`config.mk`:
```
export PLATFORM = sky130hd
export DESIGN_NAME = esn_reset_sequencer_flat
export DESIGN_NICKNAME = d
export VERILOG_FILES = /design/src/rtl/esn_reset_sequencer_if.sv /design/src/rtl/esn_reset_sequencer.sv /design/src/flat_wrapper.sv
export SDC_FILE = /design/constraint.sdc
export NUM_CORES = 1
export LEC_CHECK = 0
export BUFFER_PORTS_ARGS = -buffer_cell sky130_fd_sc_hd__buf_2
export CORE_ASPECT_RATIO = 0.5
export CORE_MARGIN = 2
export CORE_UTILIZATION = 40
export CTS_BUF_LIST = sky130_fd_sc_hd__clkbuf_2
export CTS_CLUSTER_SIZE = 12
export DETAILED_ROUTE_END_ITERATION = 7
export GPL_TIMING_DRIVEN = 0
export PLACE_DENSITY_LB_ADDON = 0.12
export SLEW_MARGIN = 10
export SYNTH_ARGS = -nofsm -noshare
export SYNTH_HDL_FRONTEND = slang
export SYNTH_SLANG_ARGS = --single-unit
```
`constraint.sdc`:
```
create_clock -name clock_50 -period 3.15 [get_ports clock_50]
set_input_delay 0.1575 -clock clock_50 [delete_from_list [all_inputs] [get_ports clock_50]]
set_output_delay 0.1575 -clock clock_50 [all_outputs]
set_load 0.1 [all_outputs]
```
`src/rtl/esn_reset_sequencer_if.sv`:
```
`default_nettype none
// ============================================================================
// Module   : esn_reset_sequencer_if
// Brief    : Lock/request inputs and reset/status outputs of the ESN reset
//            sequencer, bundled for the top-level wrapper.
// Revision : 1.0 - initial release
// ============================================================================
interface esn_reset_sequencer_if;
  logic       pll_locked;
  logic       sw_reset_req;
  logic       sys_rst_n;
  logic       esn_rst_n;
  logic       ready;
  logic [2:0] state;
  logic [7:0] lock_loss_count;

  // Wrapper / PLL side: supplies lock and software requests, observes status
  modport master (
    output pll_locked,
    output sw_reset_req,
    input  sys_rst_n,
    input  esn_rst_n,
    input  ready,
    input  state,
    input  lock_loss_count
  );

  // Sequencer side
  modport slave (
    input  pll_locked,
    input  sw_reset_req,
    output sys_rst_n,
    output esn_rst_n,
    output ready,
    output state,
    output lock_loss_count
  );
endinterface
`default_nettype wire

```
`src/rtl/esn_reset_sequencer.sv`:
```
`default_nettype none
// ============================================================================
// Module   : esn_reset_sequencer
// Brief    : Qualifies the PLL lock, then releases the system reset followed
//            by the ESN reset. Re-asserts both on lock loss and serves
//            software-requested ESN-only reset pulses.
// Revision : 1.0 - initial release
// ============================================================================
module esn_reset_sequencer #(
  parameter int STABLE_CYCLES     = 1024,
  parameter int SYS_TO_ESN_CYCLES = 16,
  parameter int SW_RESET_CYCLES   = 8,
  parameter int CNT_W             = 16
) (
  input  wire                      clock_50,
  input  wire                      reset_n,
  esn_reset_sequencer_if.slave     bus
);

  localparam logic [2:0] c_WAIT_LOCK   = 3'd0;
  localparam logic [2:0] c_STABLE      = 3'd1;
  localparam logic [2:0] c_RELEASE_SYS = 3'd2;
  localparam logic [2:0] c_RUN         = 3'd3;
  localparam logic [2:0] c_SW_RESET    = 3'd4;

  localparam logic [CNT_W-1:0] c_STABLE_LAST = CNT_W'(STABLE_CYCLES - 1);
  localparam logic [CNT_W-1:0] c_SYS_LAST    = CNT_W'(SYS_TO_ESN_CYCLES - 1);
  localparam logic [CNT_W-1:0] c_SW_LAST     = CNT_W'(SW_RESET_CYCLES - 1);
  localparam logic [CNT_W-1:0] c_CNT_ONE     = CNT_W'(1);

  logic             sync1_q, sync2_q;
  logic [2:0]       state_q, state_d;
  logic [CNT_W-1:0] cnt_q, cnt_d;
  logic [7:0]       llc_q, llc_d;
  logic             sys_rst_n_q, esn_rst_n_q, ready_q;
  logic             locked_s;
  logic [7:0]       llc_inc;

  assign locked_s = sync2_q;
  // Saturating increment: a long flapping PLL must not wrap the count to 0
  assign llc_inc  = (llc_q == 8'hFF) ? llc_q : llc_q + 8'd1;

  // Two-flop synchroniser for the asynchronous lock indication
  always_ff @(posedge clock_50) begin
    if (!reset_n) begin
      sync1_q <= 1'b0;
      sync2_q <= 1'b0;
    end else begin
      sync1_q <= bus.pll_locked;
      sync2_q <= sync1_q;
    end
  end

  // Next-state, counter and lock-loss bookkeeping
  always_comb begin
    state_d = state_q;
    cnt_d   = cnt_q;
    llc_d   = llc_q;
    case (state_q)
      c_WAIT_LOCK: begin
        if (locked_s) begin
          state_d = c_STABLE;
          cnt_d   = '0;
        end
      end
      c_STABLE: begin
        // Resets were never released here, so a drop is not a lock loss
        if (!locked_s) begin
          state_d = c_WAIT_LOCK;
          cnt_d   = '0;
        end else if (cnt_q == c_STABLE_LAST) begin
          state_d = c_RELEASE_SYS;
          cnt_d   = '0;
        end else begin
          cnt_d = cnt_q + c_CNT_ONE;
        end
      end
      c_RELEASE_SYS: begin
        if (!locked_s) begin
          state_d = c_WAIT_LOCK;
          cnt_d   = '0;
          llc_d   = llc_inc;
        end else if (cnt_q == c_SYS_LAST) begin
          state_d = c_RUN;
          cnt_d   = '0;
        end else begin
          cnt_d = cnt_q + c_CNT_ONE;
        end
      end
      c_RUN: begin
        // Lock loss outranks a simultaneous software request
        if (!locked_s) begin
          state_d = c_WAIT_LOCK;
          cnt_d   = '0;
          llc_d   = llc_inc;
        end else if (bus.sw_reset_req) begin
          state_d = c_SW_RESET;
          cnt_d   = '0;
        end
      end
      c_SW_RESET: begin
        // Requests arriving here are dropped, not queued
        if (!locked_s) begin
          state_d = c_WAIT_LOCK;
          cnt_d   = '0;
          llc_d   = llc_inc;
        end else if (cnt_q == c_SW_LAST) begin
          state_d = c_RUN;
          cnt_d   = '0;
        end else begin
          cnt_d = cnt_q + c_CNT_ONE;
        end
      end
      default: begin
        state_d = c_WAIT_LOCK;
        cnt_d   = '0;
      end
    endcase
  end

  // State registers; outputs decode the next state so they move with it
  always_ff @(posedge clock_50) begin
    if (!reset_n) begin
      state_q     <= c_WAIT_LOCK;
      cnt_q       <= '0;
      llc_q       <= 8'd0;
      sys_rst_n_q <= 1'b0;
      esn_rst_n_q <= 1'b0;
      ready_q     <= 1'b0;
    end else begin
      state_q     <= state_d;
      cnt_q       <= cnt_d;
      llc_q       <= llc_d;
      sys_rst_n_q <= (state_d == c_RELEASE_SYS) || (state_d == c_RUN) ||
                     (state_d == c_SW_RESET);
      esn_rst_n_q <= (state_d == c_RUN);
      ready_q     <= (state_d == c_RUN);
    end
  end

  assign bus.sys_rst_n       = sys_rst_n_q;
  assign bus.esn_rst_n       = esn_rst_n_q;
  assign bus.ready           = ready_q;
  assign bus.state           = state_q;
  assign bus.lock_loss_count = llc_q;

endmodule
`default_nettype wire
```
`src/flat_wrapper.sv`:
```
// flat-port wrapper written by rule: the top's interface ports become plain ports
module esn_reset_sequencer_flat 
#(
  parameter int STABLE_CYCLES     = 1024,
  parameter int SYS_TO_ESN_CYCLES = 16,
  parameter int SW_RESET_CYCLES   = 8,
  parameter int CNT_W             = 16
)
  (clock_50, reset_n, bus_pll_locked, bus_sw_reset_req, bus_sys_rst_n, bus_esn_rst_n, bus_ready, bus_state, bus_lock_loss_count);
  esn_reset_sequencer_if bus_i ();
  input  wire clock_50;
  input  wire reset_n;
  input wire logic [$bits(bus_i.pll_locked)-1:0] bus_pll_locked;
  input wire logic [$bits(bus_i.sw_reset_req)-1:0] bus_sw_reset_req;
  output wire logic [$bits(bus_i.sys_rst_n)-1:0] bus_sys_rst_n;
  output wire logic [$bits(bus_i.esn_rst_n)-1:0] bus_esn_rst_n;
  output wire logic [$bits(bus_i.ready)-1:0] bus_ready;
  output wire logic [$bits(bus_i.state)-1:0] bus_state;
  output wire logic [$bits(bus_i.lock_loss_count)-1:0] bus_lock_loss_count;
  assign bus_i.pll_locked = bus_pll_locked;
  assign bus_i.sw_reset_req = bus_sw_reset_req;
  assign bus_sys_rst_n = bus_i.sys_rst_n;
  assign bus_esn_rst_n = bus_i.esn_rst_n;
  assign bus_ready = bus_i.ready;
  assign bus_state = bus_i.state;
  assign bus_lock_loss_count = bus_i.lock_loss_count;
  esn_reset_sequencer #(.STABLE_CYCLES(STABLE_CYCLES), .SYS_TO_ESN_CYCLES(SYS_TO_ESN_CYCLES), .SW_RESET_CYCLES(SW_RESET_CYCLES), .CNT_W(CNT_W)) u_core (.clock_50(clock_50), .reset_n(reset_n), .bus(bus_i));
endmodule
```
==> metrics, run 1 <==
post-route total power=0.622 mW; root buf cell=clkbuf_2; vias in the first global route=1241; final worst-path cycle share=0.798; Clock Pin Slew Worst Setup and Hold Paths=0.17 ns; Leak=0.692 nW; synthesized area=1640 sq um; clock tree from TritonCTS=yes; slew of the pin with the lowest slew margin=0.805 ns; number of remaining DRC errors=0; Yosys cell types=46; Clock Skew=0.0185 ns; Clock Tree Buf Depth=2; layout cells sized above 1=0.203; Setup crit start=u_core.cnt_q[0]; Gate power share=0.056; Sink Count=31; Starting Density=0.419; CP Class=register to register; WL/cell=12.9 um; Async SR Flop Fraction=0; #FFs+latches synth=31; status=completed; RSZ-0062 raised after global routing=false; mux cell area share after synthesis=0.00609; area leader, netlist=dfxtp_1; Die X=94.7 um; Core Footprint=3920 sq um; compound-gate portion of the synthesized area=0.0967; pin count of the biggest net entering global routing=11; Post-Synthesis Cells=186; Post-synth EDFFs=0; Syn Nets=192; Simple-Gate Fraction of Synth Area=0.359; Adder-Cell Fraction of Synth Area=0.0152; critical path data arrival time=2.80 ns; sequential area share after synthesis=0.377; final instance area=1840 sq um; first-pass detailed-route iteration total=4; DRT iter0 DRCs=48; combinational family with the most area after synthesis=simple AND/OR/NAND/NOR gates; fraction of synthesized cell area in xor and xnor cells=0.107; Fin Hold WS=0.103 ns; total power per unit cell area=337 nW/um^2; gpl congestion=0.817; top post-synthesis cells by area=dfxtp_1 38%, xor2_1 6.4%, xnor2_1 4.3%; Startpoint Class=register; Layout Utilization=0.470; Cell Int Power=0.459 mW; dpl cells=257; Worst Path Required=3.44 ns; Overflow after GRT=0; initial antenna violation count=0; Sw Share=0.261; Final Max Slew Viols=0; I/O Pins=18; setup TNS=0 ns; post-route ant nets=0; Min-Delay Path Class=input pin to register; Tmin final=2.51 ns; postcts setup bufs=0; Mapped Avg Cell Area=8.84 sq um; Hold Crit Start=reset_n; CTS Buf Count=5; full die area=4670 sq um; routed vias/inst=5.24; vias after detailed routing=1393; setup violators final=0; Layout Nets=217; VDD IR max=0.000138 V; dpl ws=0.652 ns; Detailed Place HPWL=2.43 mm; endpoints failing hold=0; ys flop type=dfxtp_1; CTS H-Tree Depth=2; Max Cap Viol=0; Clk pwr share=0.310; reg2reg start=u_core.cnt_q[0]; Cell Count, Final, Fillers Out=266; Die Y=49.3 um; P&R area growth vs syn=12.2%; Final WS setup=0.638 ns; Psw=0.163 mW; Ys Warns=0; sequential power share=0.635; Slew headroom=0.459; antenna cell count=0; maximum fanout along the worst path=10; Post-DP Area=1800 sq um; fmax=0.398 GHz; endpoint type of the worst setup path=register; # rows=16; insertion delay to the later sink of the worst-skew pair=0.37 ns; Global Route Usage Sum=0.165; Multi-input gate area=960 sq um; top-area cell type share of the netlist area=0.377; PortBufs=17; final WL=3.43 mm; FF+latch area=621 sq um; filler instances=397; first-pass GRT wire length=6.00 mm
repair_timing:
| item | 4_1_cts | 5_1_grt |
|---|---|---|
| gates resized for setup | 0 | 0 |
| hold endpoints to repair | 1 | 0 |
| hold buffers | 1 | 0 |
| endpoints found under the setup margin | 0 | 0 |
flip-flops by register name (all words and copies together), names as in the netlist:
register,count
u_core.bus.sys_rst_n,1
u_core.bus.lock_loss_count,8
u_core.bus.state,3
u_core.cnt_q,16
u_core.bus.esn_rst_n,1
u_core.sync1_q,1
u_core.locked_s,1
final cells by class:
class / count / area share
inverter: 4 / 0.00814
timing repair buffer: 18 / 0.0516
multi-input combinational: 141 / 0.520
clock inverter: 2 / 0.00407
buffer: 10 / 0.0265
clock buffer: 6 / 0.0163
tap: 54 / 0.0366
sequential: 31 / 0.336
path summary, 6_finish.rpt:
kind                                   endpoint  slack [ns]  cells past startpoint
hold reg to reg                 u_core.locked_s        0.45                      1
hold / removal    u_core.bus.lock_loss_count[1]        0.10                      2
setup / recovery                u_core.cnt_q[8]        0.64                      7
setup reg to reg                u_core.cnt_q[8]        0.64                      7
layer usage:
| metal | track usage | up-vias | wire, um |
|---|---|---|---|
| li1 | - | 707 | - |
| met1 | 0.237 | 654 | 1790 |
| met2 | 0.236 | 27 | 1460 |
| met3 | 0.0510 | 5 | 153 |
| met4 | 0.0507 | 0 | 28 |
| met5 | 0 | - | 0 |
cells by family (layout without fill, tap and decap cells):
group           count (synthesis)  after routing
xor+xnor                       20             20
mux                             1              1
simple gates                   99             99
buf+inv                        14             40
compound gates                 19             19
flops                          31             31
fa+ha+maj                       2              2
synth_stat cells (3+ instances only):
cell	instances
xnor2_1	8
nand2_1	14
nor2_1	14
and2_1	9
nor3_1	8
inv_1	4
a31oi_1	3
nor2_2	11
nor4_1	8
nand3_1	11
xor2_1	12
dfxtp_1	31
nand4_1	5
nor3b_1	3
clkbuf_1	8
power groups by stage:
stage                     Clock, mW  Combinational [mW]  Sequential [mW]
after floorplan                   0              0.0220            0.405
after global placement            0              0.0339            0.403
after detailed placement          0              0.0342            0.403
after CTS                     0.201              0.0353            0.395
after global routing          0.215              0.0382            0.395
final                         0.193              0.0347            0.395
cells in the final DEF, fill, tap and decap left out, types with 2 or more instances in the layout:
| master | netlist | routed |
|---|---|---|
| and2_1 | 9 | 9 |
| clkbuf_2 | 0 | 6 |
| nand2_1 | 14 | 14 |
| buf_2 | 0 | 17 |
| nand3_1 | 11 | 11 |
| clkbuf_1 | 8 | 8 |
| inv_1 | 4 | 4 |
| xnor2_1 | 8 | 8 |
| a31oi_1 | 3 | 3 |
| o21ai_0 | 2 | 2 |
| xor2_1 | 12 | 12 |
| o21a_1 | 2 | 2 |
| nand4_1 | 5 | 5 |
| a21oi_1 | 2 | 2 |
| nor2_1 | 14 | 14 |
| nor3b_1 | 3 | 3 |
| dfxtp_1 | 31 | 31 |
| ha_1 | 2 | 2 |
| or3_1 | 2 | 2 |
| and3_1 | 2 | 2 |
| nor2_2 | 11 | 11 |
| clkinv_1 | 0 | 2 |
| nor4_1 | 8 | 8 |
| nor3_1 | 8 | 8 |
critical path, stage by stage, from the launching register on:
cell and delay, ns:
dfxtp_1 0.43, ha_1 0.24, or4b_4 0.52, nor4_4 0.34, nor2_2 0.12, o41ai_4 0.50
buf_6 0.23, nor2_2 0.05
Note: power is estimated with default switching activity, not from simulation.
==> run 2, diff against run 1 <==
==> constraint.sdc (replaced) <==
create_clock -name clock_50 -period 2.3 [get_ports clock_50]
set_input_delay 0.115 -clock clock_50 [delete_from_list [all_inputs] [get_ports clock_50]]
set_output_delay 0.115 -clock clock_50 [all_outputs]
set_load 0.1 [all_outputs]
==> run 2 against run 1 <==
Combinational power is 66% higher. Fmax is 12% higher. Cell count increased by 4.1%. Clock skew grew 0.0055 ns. Global-route usage rose by 0.96 points. Hold slack worse by 0.049 ns. Sequential cell count did not move. Via count up 4.3%. Non-clock buffer count increased by 11. Register-to-register slack worse by 0.58 ns. First-iteration DRC count up 67%. Critical path type unchanged. Largest power group unchanged.
==> metrics, run 2 (same netlist as run 1, synthesis figures left out) <==
fmax=0.445 GHz (+12%); slew of the pin with the lowest slew margin=0.716 ns (-0.0885 ns); CTS H-Tree Depth=2 (unchanged); Overflow after GRT=0 (unchanged); Most Crowded Layer GR=met2; post-route total power=0.869 mW (+40%); PortBufs=17 (unchanged); Detailed Place HPWL=2.47 mm (+2.0%); CP Class=register to register; commonest non-fill, non-tap cell in the layout=dfxtp_1; Leak=0.764 nW (+10%); max FFs per register=16 (unchanged); setup violators final=0 (unchanged); gpl congestion=0.862 (+5.5%); post-route ant nets=0 (unchanged); root buf cell=clkbuf_2; full die area=4670 sq um (unchanged); WL/cell=13.5 um (+4.4%); reg2reg start=u_core.cnt_q[1]; Max Cap Viol=0 (unchanged); status=completed; # rows=16 (unchanged); antenna cell count=0 (unchanged); Slew headroom=0.519 (+0.0595); final instance area=2020 sq um (+9.6%); dpl cells=257 (unchanged); Worst Path Required=2.56 ns (-0.88 ns); most frequent cells in the layout=22 x dfxtp_1, 17 x buf_2, 14 x nor2_1, 14 x nand2_1; initial antenna violation count=0 (unchanged); met1 Usage GRT=0.248 (+0.0107); final WL=3.73 mm (+8.8%); filler instances=394 (-0.76%); number of remaining DRC errors=0 (unchanged); first-pass detailed-route iteration total=4 (unchanged); RSZ-0062 raised after global routing=true; Largest Register=u_core.cnt_q; Startpoint Class=register; Setup crit start=u_core.cnt_q[1]; Cell Count, Final, Fillers Out=277 (+4.1%); routed vias/inst=5.25 (+0.17%); Layout Utilization=0.515 (+0.0453); met3 Track Usage GR=0.0541 (+0.00309); met2 Use GR=0.253 (+0.0165); insertion delay to the later sink of the worst-skew pair=0.37 ns (about the same); first-pass GRT wire length=6.35 mm (+6.0%); endpoint type of the worst setup path=register; Starting Density=0.419 (unchanged); pin count of the biggest net entering global routing=11 (unchanged); DRT iter0 DRCs=80 (+67%); clock tree from TritonCTS=yes; total power per unit cell area=430 nW/um^2 (+27%); Clock Pin Slew Worst Setup and Hold Paths=0.16 ns (about the same); Tmin final=2.24 ns (-0.267 ns); Post-DP Area=1810 sq um (+0.49%); P&R area growth vs syn=23.0%; final worst-path cycle share=0.976 (+0.179); endpoints failing hold=0 (unchanged); Die X=94.7 um (unchanged); Core Footprint=3920 sq um (unchanged); Clock Skew=0.0240 ns (+0.00550 ns); Hold Crit Start=reset_n; Layout Nets=228 (+5.1%); maximum fanout along the worst path=5 (-5); Final Max Slew Viols=0 (unchanged); layout cells sized above 1=0.341 (+0.138); Clock Tree Buf Depth=2 (unchanged); I/O Pins=18 (unchanged); critical path data arrival time=2.51 ns (-0.29 ns); Global Route Usage Sum=0.175 (+0.00959); Die Y=49.3 um (unchanged); VDD IR max=0.000262 V (+90%); vias in the first global route=1317 (+6.1%); Min-Delay Path Class=input pin to register; CTS Buf Count=5 (unchanged); Sink Count=31 (unchanged); vias after detailed routing=1453 (+4.3%)
## run 2: final cells by class
| class | count | area, sq um | area share |
|---|---|---|---|
| Tap cell | 54 | 67.6 | 0.0334 |
| Inverter | 4 | 15.0 | 0.00743 |
| Timing Repair Buffer | 31 | 200 | 0.0990 |
| Buffer | 8 | 42.5 | 0.0210 |
| Multi-Input combinational cell | 141 | 1020 | 0.507 |
| Clock inverter | 1 | 5.00 | 0.00248 |
| Clock buffer | 7 | 35.0 | 0.0173 |
| Sequential cell | 31 | 632 | 0.312 |
## run 2: worst max-delay path: stages (launching register included)
cell	delay, ns
dfxtp_2	0.39
ha_4	0.14
or4b_4	0.49
buf_6	0.14
nor4_4	0.20
nor2_4	0.07
o41ai_4	0.47
buf_6	0.20
nor2_2	0.04
## run 2: where the power goes
group          total [mW]  switching [mW]  internal (mW)
combinational      0.0577          0.0351         0.0226
sequential          0.540        0.000857          0.539
clock               0.271           0.188         0.0830
total               0.869           0.224          0.645
## run 2: metal layers
layer  vias to the layer above  routed length (um)
met1                       686                1910
li1                        729                   -
met5                         -                   0
met4                         0                  36
met3                         8                 156
met2                        30                1630
## run 2: what timing repair did
action / 4_1_cts / 5_1_grt
hold buffers: 1 / 0
setup endpoints to repair: 14 / 15
buffers inserted: 7 / 5
resized for setup: 9 / 10
cloned: 1 / 0
pin swaps: 5 / 11
hold endpoints to repair: 1 / 0
## run 2: path summary, 6_finish.rpt
path / to / slack, ns / cells past startpoint
max reg2reg: u_core.cnt_q[9] / 0.06 / 8
min reg2reg: u_core.locked_s / 0.46 / 1
min: u_core.bus.lock_loss_count[1] / 0.05 / 2
max: u_core.cnt_q[9] / 0.06 / 8
## run 2: stage by stage
step                      TNS [ns]  setup WS [ns]  hold WS [ns]
after floorplan            -0.0186        -0.0186         0.242
after global placement       -2.02         -0.197         0.326
after detailed placement     -2.23         -0.212         0.326
after CTS                  -0.0173        -0.0115        0.0311
after global routing        -0.282        -0.0391        0.0181
final                            0         0.0550        0.0536
==> run 3, diff against run 2 <==
==> constraint.sdc (replaced) <==
create_clock -name clock_50 -period 2.3 [get_ports clock_50]
set_input_delay 0.46 -clock clock_50 [delete_from_list [all_inputs] [get_ports clock_50]]
set_output_delay 0.46 -clock clock_50 [all_outputs]
set_load 0.1 [all_outputs]
==> run 3 against run 2 <==
Global-route usage stayed put. Fmax is essentially flat. Sequential power barely moved. Non-clock buffer count is 1 lower.
==> metrics, run 3 (same netlist as run 1, synthesis figures left out) <==
CTS H-Tree Depth=2 (unchanged); maximum fanout along the worst path=5 (unchanged); Clock Skew=0.0234 ns (-0.000615 ns); Leak=0.760 nW (-0.55%); insertion delay to the later sink of the worst-skew pair=0.37 ns (about the same); slew of the pin with the lowest slew margin=0.716 ns (unchanged); I/O Pins=18 (unchanged); Slew headroom=0.519 (unchanged); post-route ant nets=0 (unchanged); PortBufs=17 (unchanged); Detailed Place HPWL=2.47 mm (unchanged); vias after detailed routing=1445 (-0.55%); Clock Tree Buf Depth=2 (unchanged); Post-DP Area=1810 sq um (unchanged); Tmin final=2.25 ns (+0.00113 ns); RSZ-0062 raised after global routing=true; gpl congestion=0.862 (unchanged); commonest non-fill, non-tap cell in the layout=dfxtp_1; Clock Pin Slew Worst Setup and Hold Paths=0.16 ns (about the same); layout cells sized above 1=0.342 (+0.00154); Die X=94.7 um (unchanged); Layout Utilization=0.513 (-0.00255); # rows=16 (unchanged); Die Y=49.3 um (unchanged); Psw=0.222 mW (-0.77%); Routed met2 length=1.65 mm (+1.7%); dpl ws=-0.212 ns (unchanged); CP Class=register to register; status=completed; Startpoint Class=register; Min-Delay Path Class=input pin to register; Starting Density=0.419 (unchanged); pin count of the biggest net entering global routing=11 (unchanged); r2r worst-path depth=8 (unchanged); most frequent cells in the layout=22 x dfxtp_1, 17 x buf_2, 14 x nor2_1, 14 x nand2_1; final WL=3.73 mm (-0.19%); CTS Buf Count=5 (unchanged); initial antenna violation count=0 (unchanged); vias in the first global route=1317 (unchanged); full die area=4670 sq um (unchanged); Clk pwr share=0.311 (about the same); setup violators final=0 (unchanged); Final Max Slew Viols=0 (unchanged); Overflow after GRT=0 (unchanged); P&R area growth vs syn=22.4%; worst hold path depth=2 (unchanged); WL met3=132 um (-15%); Gate power share=0.065 (about the same); number of remaining DRC errors=0 (unchanged); max FFs per register=16 (unchanged); post-route total power=0.866 mW (-0.32%); VDD IR max=0.000262 V (about the same); routed vias/inst=5.24 (-0.19%); Sink Count=31 (unchanged); Sw Share=0.257 (-0.00116); Worst Path Required=2.56 ns (about the same); uppermost routed layer=met4; Core Footprint=3920 sq um (unchanged); first-pass GRT wire length=6.35 mm (unchanged); Global Route Usage Sum=0.175 (unchanged); final worst-path cycle share=0.977 (about the same); Final WS setup=0.0539 ns (-0.00113 ns); total power per unit cell area=431 nW/um^2 (+0.18%); Layout Nets=227 (-0.44%); clock tree from TritonCTS=yes; antenna cell count=0 (unchanged); first-pass detailed-route iteration total=4 (unchanged); dpl cells=257 (unchanged); Largest Register=u_core.cnt_q; endpoints failing hold=0 (unchanged); root buf cell=clkbuf_2; Cell Int Power=0.644 mW (-0.16%); final instance area=2010 sq um (-0.50%); fmax=0.445 GHz (about the same); endpoint type of the worst setup path=register; Cell Count, Final, Fillers Out=276 (-0.36%); DRT iter0 DRCs=83 (+3.8%); DRT met1 WL=1.92 mm (+0.31%); WL/cell=13.5 um (+0.17%); Max Cap Viol=0 (unchanged); sequential power share=0.624 (+0.002); critical path data arrival time=2.50 ns (about the same)
run 3: cell types whose count changed in the layout (fill, tap and decap cells not counted), sizes merged:
cell	delta
dlygate4sd3	-1
run 3: worst paths after layout:
check	startpoint	endpoint	slack, ns
max reg2reg	u_core.cnt_q[1]	u_core.cnt_q[9]	0.05
min	bus_pll_locked	u_core.sync1_q	0.30
max	u_core.cnt_q[1]	u_core.cnt_q[9]	0.05
min reg2reg	u_core.sync1_q	u_core.locked_s	0.46
run 3: area by class of cell:
cell class | count | area (sq um)
buffer | 8 | 42.5
clock buffer | 7 | 35.0
clock inverter | 1 | 5.00
fill | 395 | 1910
inverter | 4 | 15.0
multi-input combinational | 141 | 1020
sequential | 31 | 632
tap | 54 | 67.6
timing repair buffer | 30 | 190
run 3: power groups by stage:
stage	clock network, mW	registers (mW)	logic (mW)
after floorplan	0	0.555	0.0302
after global placement	0	0.552	0.0465
after detailed placement	0	0.552	0.0464
after CTS	0.281	0.540	0.0526
after global routing	0.312	0.541	0.0608
final	0.270	0.540	0.0563
run 3: through the flow:
| stage | setup TNS, ns | hold WS [ns] |
|---|---|---|
| floorplan | -0.0186 | 0.412 |
| global placement | -2.02 | 0.414 |
| detailed placement | -2.23 | 0.427 |
| CTS | -0.0173 | 0.282 |
| global route | -0.282 | 0.255 |
| finish | 0 | 0.299 |
run 3: critical path, cell delays in order (launching register included):
cell and delay (ns):
dfxtp_2 0.39, ha_4 0.14, or4b_4 0.49, buf_6 0.14, nor4_4 0.20, nor2_4 0.07, o41ai_4 0.47, buf_6 0.20
nor2_2 0.04
run 3: what timing repair did:
item	CTS	global route
setup endpoints to repair	14	15
hold endpoints to repair	0	0
resized for setup	9	10
pin swaps	5	11
buffers inserted	7	5
hold buffers	0	0
gates cloned	1	0
run 3: per-layer routing:
layer | vias to the layer above | track usage
li1 | 727 | -
met1 | 688 | 0.248
met2 | 26 | 0.253
met3 | 4 | 0.0541
met4 | 0 | 0.0556
met5 | - | 0
